[src/rtl/ifetch_pkg.sv]
// Shared types and constants for the instruction-fetch responder.
// Alignment mask and NOP filler for misaligned-fetch fault entries.
package ifetch_pkg;

  localparam int FETCH_XLEN = 32;
  localparam int FETCH_ILEN = 32;

  localparam logic [31:0] NOP        = 32'h0000_0013;
  localparam logic [1:0]  ALIGN_MASK = 2'b11;

  typedef struct packed {
    logic [FETCH_XLEN-1:0] pc;
    logic [FETCH_ILEN-1:0] inst;
    logic                  fault;
  } fetch_entry_t;

  function automatic logic is_misaligned(input logic [1:0] lo);
    return (lo & ALIGN_MASK) != 2'b00;
  endfunction

endpackage

[src/rtl/ifetch_fifo.sv]
// Synchronous FIFO of fetch entries, 1-cycle write-to-read latency, clear wins over push/pop.
// No internal backpressure: the caller reserves slots ahead of time through its credit count.
module ifetch_fifo
  import ifetch_pkg::*;
#(
  parameter int DEPTH = 2
) (
  input  logic                       clock,
  input  logic                       reset,
  input  logic                       push,
  input  fetch_entry_t               push_dat,
  input  logic                       pop,
  input  logic                       clear,
  output fetch_entry_t               head,
  output logic [$clog2(DEPTH+1)-1:0] count,
  output logic                       full,
  output logic                       empty
);

  localparam int AW = $clog2(DEPTH);
  localparam int CW = $clog2(DEPTH+1);

  fetch_entry_t    mem [DEPTH];
  logic [AW-1:0]   wr_ptr;
  logic [AW-1:0]   rd_ptr;

  assign head  = mem[rd_ptr];
  assign full  = (count == CW'(DEPTH));
  assign empty = (count == '0);

  always_ff @(posedge clock) begin
    if (!reset) begin
      wr_ptr <= '0;
      rd_ptr <= '0;
      count  <= '0;
    end else if (clear) begin
      wr_ptr <= '0;
      rd_ptr <= '0;
      count  <= '0;
    end else begin
      // DEPTH is a power of two, so pointers wrap naturally
      if (push) wr_ptr <= wr_ptr + 1'b1;
      if (pop)  rd_ptr <= rd_ptr + 1'b1;
      count <= count + CW'(push) - CW'(pop);
    end
  end

  always_ff @(posedge clock) begin
    if (push) mem[wr_ptr] <= push_dat;
  end

endmodule

[src/rtl/ifetch_resp.sv]
// Fetch responder: PC request -> 1-cycle I-mem read -> response FIFO; accept-to-rsp 2 cycles (1 with IFETCH_BYPASS_EN).
// req_ready is credit based (fifo count + in-flight vs DEPTH), low during flush and reset.
module ifetch_resp
  import ifetch_pkg::*;
#(
  parameter int XLEN  = FETCH_XLEN,
  parameter int ILEN  = FETCH_ILEN,
  parameter int DEPTH = 2
) (
  input  logic            clock,
  input  logic            reset,
  input  logic            req_valid,
  output logic            req_ready,
  input  logic [XLEN-1:0] req_addr,
  input  logic            flush,
  output logic            mem_en,
  output logic [XLEN-1:0] mem_addr,
  input  logic [ILEN-1:0] mem_rdata,
  output logic            rsp_valid,
  input  logic            rsp_ready,
  output logic [XLEN-1:0] rsp_pc,
  output logic [ILEN-1:0] rsp_inst,
  output logic            rsp_fault
);

  localparam int CW = $clog2(DEPTH+1);

  logic            inflight;
  logic            flt_q;
  logic [XLEN-1:0] pc_q;

  fetch_entry_t    ret_ent;
  fetch_entry_t    head;
  fetch_entry_t    out_ent;
  logic [CW-1:0]   count;
  logic            fifo_full;
  logic            fifo_empty;
  logic            ret_vld;
  logic            push;
  logic            pop;
  logic            fifo_pop;
  logic            acc;
  logic            misal;
  logic [CW:0]     occ_after;

  // A return landing in a flush cycle belongs to the old path and is dropped
  assign ret_vld = inflight & ~flush;
  assign ret_ent = '{pc: pc_q, inst: (flt_q ? NOP : mem_rdata), fault: flt_q};

`ifdef IFETCH_BYPASS_EN
  logic byp;
  assign byp       = ret_vld & fifo_empty;
  assign rsp_valid = ~fifo_empty | byp;
  assign out_ent   = fifo_empty ? ret_ent : head;
  assign push      = ret_vld & ~(byp & rsp_ready);
`else
  assign rsp_valid = ~fifo_empty;
  assign out_ent   = head;
  assign push      = ret_vld;
`endif

  assign rsp_pc    = out_ent.pc;
  assign rsp_inst  = out_ent.inst;
  assign rsp_fault = out_ent.fault;

  assign pop      = rsp_valid & rsp_ready;
  assign fifo_pop = pop & ~fifo_empty;

  assign occ_after = {1'b0, count} + (CW+1)'(inflight) - (CW+1)'(pop);
  assign req_ready = reset & ~flush & (occ_after < (CW+1)'(DEPTH));

  assign acc      = req_valid & req_ready;
  assign misal    = is_misaligned(req_addr[1:0]);
  assign mem_en   = acc & ~misal;
  assign mem_addr = req_addr;

  always_ff @(posedge clock) begin
    if (!reset) begin
      inflight <= 1'b0;
      flt_q    <= 1'b0;
      pc_q     <= '0;
    end else begin
      // A misaligned accept still takes a credit and returns next cycle as a fault entry
      inflight <= acc;
      if (acc) begin
        pc_q  <= req_addr;
        flt_q <= misal;
      end
    end
  end

  ifetch_fifo #(.DEPTH(DEPTH)) u_fifo (
    .clock    (clock),
    .reset    (reset),
    .push     (push & (~fifo_full | fifo_pop)),
    .push_dat (ret_ent),
    .pop      (fifo_pop),
    .clear    (flush),
    .head     (head),
    .count    (count),
    .full     (fifo_full),
    .empty    (fifo_empty)
  );

endmodule

[config.mk]
export PLATFORM = sky130hd
export DESIGN_NAME = ifetch_resp
export DESIGN_NICKNAME = d
export VERILOG_FILES = /design/src/rtl/ifetch_pkg.sv /design/src/rtl/ifetch_fifo.sv /design/src/rtl/ifetch_resp.sv
export SDC_FILE = /design/constraint.sdc
export NUM_CORES = 1
export LEC_CHECK = 0
export CORE_MARGIN = 2
export CORE_UTILIZATION = 45
export CTS_BUF_LIST = sky130_fd_sc_hd__clkbuf_16
export DETAILED_ROUTE_END_ITERATION = 10
export PLACE_DENSITY = 0.81
export SLEW_MARGIN = 20
export SYNTH_ARGS = -nofsm -noshare
export SYNTH_HDL_FRONTEND = slang
export SYNTH_SLANG_ARGS = --single-unit
export TNS_END_PERCENT = 10
[constraint.sdc]
create_clock -name clock -period 7 [get_ports clock]
set_input_delay 1.05 -clock clock [delete_from_list [all_inputs] [get_ports clock]]
set_output_delay 1.05 -clock clock [all_outputs]
set_load 0.01 [all_outputs]
==> results.json <==
{
  "outcome": "complete, no violations",
  "fin_skew_ns": 0.00988,
  "peakVddDrop_mv": 0.163,
  "fillerInstances": 1149,
  "area_delta_synth_final_pct": 31.1,
  "syn_area_mm2": 0.00683,
  "drv_slew": 0,
  "synthTopCellsByArea": "edfxtp_1 57%, dfxtp_1 11%, mux2_2 9.9%",
  "maxCapViolCount": 0,
  "rsz0062_at_grt": "false",
  "nets": 665,
  "start_kind": "input port",
  "first_pass_iters": 4,
  "p_seq_share_pct": 52.9,
  "place_area_mm2": 0.00842,
  "finalInstanceArea_mm2": 0.00896,
  "clkPwrFrac_pct": 39.9,
  "synth.avg_cell_area_um2": 15.0,
  "setup_viol": 0,
  "vias": 4045,
  "clkSinkCount": 169,
  "start_util_pct": 45.5,
  "antenna_found_initial": 0,
  "cts_setup_buffers": 0,
  "grt_max_degree": 66,
  "hold_buffers": 0,
  "hold_class": "flip-flop to flip-flop",
  "p_int_uw": 1670,
  "required_ns": 5.95,
  "fin_total_pwr_uw": 2110,
  "cts.path.max_buffers": 2,
  "rows": 45,
  "tightest_slew_ns": 0.960,
  "synth_cell_types": 38,
  "crit_fanout": 35,
  "h-tree-depth": 4,
  "finalHoldViolCount": 0,
  "wire_per_inst_um": 16.9,
  "slowest_stage": "clkdlybuf4s50_1",
  "pwr_density_cell_mw_per_mm2": 235,
  "fin_crit_sh_pct": 76.1,
  "cts_tree": "built",
  "cts-buffers-inserted": 17,
  "clk-insertion-delay-late_ns": 0.41,
  "core_area_mm2": 0.0150,
  "worstSetupPathType": "input port to output port",
  "max_freq_mhz": 188,
  "grt_overflow": 0,
  "switching_share_pct": 20.6,
  "antenna_left": 0,
  "diodes": 0,
  "grt_pass1_vias": 4242,
  "cp_common_cell": "clkdlybuf4s50_1",
  "die-height_um": 127,
  "p_leak_uw": 0.00301,
  "io_pins": 169,
  "drtIter0Drc": 200,
  "utilization_pct": 59.6,
  "path_cells": "clkdlybuf4s50_1, o21a_1, ha_1, nand2b_1, fa_1, and4b_1, and2_4, nor3b_1, clkdlybuf4s50_1",
  "floorplan.die_area_mm2": 0.0162,
  "clk_pin_slew_ns": 0.06,
  "arrival_ns": 4.28,
  "drt-total-wl_um": 13400,
  "finalCriticalPeriod_ns": 5.33,
  "synth_cells": 456,
  "numPortBuffers": 168,
  "track_usage_pct": 16.8,
  "syn_nets": 529,
  "ys_seq_area_share_pct": 68.6,
  "cts_resized": 0,
  "tns_ns": 0,
  "synth_top_area_cell": "edfxtp_1",
  "clockRootBuffer": "clkbuf_16",
  "yosys.area.top_type_share_pct": 57.1,
  "yosysWarningCount": 0,
  "drc_errors": 0,
  "die_w_um": 127,
  "cp-end-kind": "output port",
  "maxSlewHeadroom_pct": 35.9,
  "hpwl_um": 8720,
  "combPwrFrac_pct": 7.2,
  "place.gp.congestion": 0.830,
  "p_switching_uw": 434,
  "vias_per_cell": 5.10,
  "drive_gt1_share_pct": 21.7,
  "ys_ff_latch": 169,
  "grt_pass1_wl_um": 21000,
  "max_stage_delay_ns": 0.57
}
registers in the layout, summed over array words and instances, names as in the netlist, named ones only:
signal,count
u_fifo.count,2
pc_q,32
inflight,1
u_fifo.rd_ptr,1
flt_q,1
u_fifo.wr_ptr,1
u_fifo.mem,130
power by group through the flow:
stage                     logic [uW]  clock network [uW]  registers (uW)
after floorplan                 77.1                   0            1130
after global placement           149                   0            1130
after detailed placement         152                   0            1130
after CTS                        154                 851            1110
after global routing             163                 894            1120
final                            152                 840            1110
through the flow:
stage | hold WS, ns | worst slack, ns | instances
2_1_floorplan | 0.425 | 2.35 | 456
3_3_place_gp | 0.432 | 1.81 | 761
3_5_place_dp | 0.438 | 1.67 | 761
4_1_cts | 0.453 | 1.65 | 793
5_1_grt | 0.465 | 1.46 | 793
6_report | 0.452 | 1.67 | 793
cell type report:
class	count	area (um^2)	area share [%]
Timing Repair Buffer	174	1730	19.3
Sequential cell	169	4690	52.3
Inverter	4	15.0	0.168
Multi-Input combinational cell	226	1750	19.6
Clock buffer	17	425	4.75
Clock inverter	15	114	1.27
Tap cell	188	235	2.63
Yosys cell counts:
master,number
or2_1,2
nand2_1,33
buf_4,32
mux2_2,60
o21ai_2,29
dfxtp_1,39
clkbuf_2,1
and2_4,1
buf_12,3
xnor2_2,1
xnor2_1,1
edfxtp_1,130
inv_1,4
o2111ai_1,1
buf_6,1
o21a_1,2
and2_1,2
nand2b_1,3
nor2b_1,30
and4b_1,1
or2_2,3
mux2_1,5
buf_1,1
xor2_1,1
clkbuf_1,12
nor3_1,1
buf_2,7
and3_1,1
o21ai_1,4
a21oi_1,1
o21ai_0,1
nand3_1,31
nor3b_1,2
fa_1,1
ha_1,3
nor2_1,4
or3_1,1
nand4_1,1
critical path: cells and delay by family:
family,cells,cell delay [ns]
compound gates,1,0.20
fa+ha+maj,2,0.72
simple gates,4,1.20
buf+inv,2,1.10
layer usage:
layer / global-route usage (%) / up-vias / wire, um
met2: 29.5 / 162 / 6830
li1: - / 1894 / -
met3: 4.10 / 16 / 732
met5: 0 / - / 0
met4: 5.82 / 0 / 148
met1: 20.3 / 1973 / 5680
layout by cell type (no fill, tap or decap), types with 5 or more instances in the layout:
master           Yosys  routed
nand2_1             33      33
o21ai_2             29      29
clkdlybuf4s50_1      0     168
inv_1                4       5
mux2_2              60      60
nand3_1             31      31
nor2b_1             30      30
mux2_1               5       5
buf_4               32       6
dfxtp_1             39      38
clkbuf_16            0      17
edfxtp_1           130     130
worst paths after layout:
kind	start	endpoint	slack (ns)	cells after the start
worst min-delay path	pc_q[22]	u_fifo.mem[0][55]	0.45	0
worst max-delay path	rsp_ready	mem_en	1.67	9
worst max register to register	u_fifo.count[1]	pc_q[12]	4.26	7
worst min register to register	pc_q[22]	u_fifo.mem[0][55]	0.45	0
cells by family (layout without fill, tap and decap cells):
logic type      after synthesis  count (layout)  share of synthesized area (%)
buf+inv                      61             210                           6.08
compound gates               38              38                           4.50
mux                          65              65                           10.7
xor+xnor                      3               3                          0.495
simple gates                116             116                           8.81
fa+ha+maj                     4               4                          0.842
flops                       169             169                           68.6
Power figures use the tool's default switching activity.
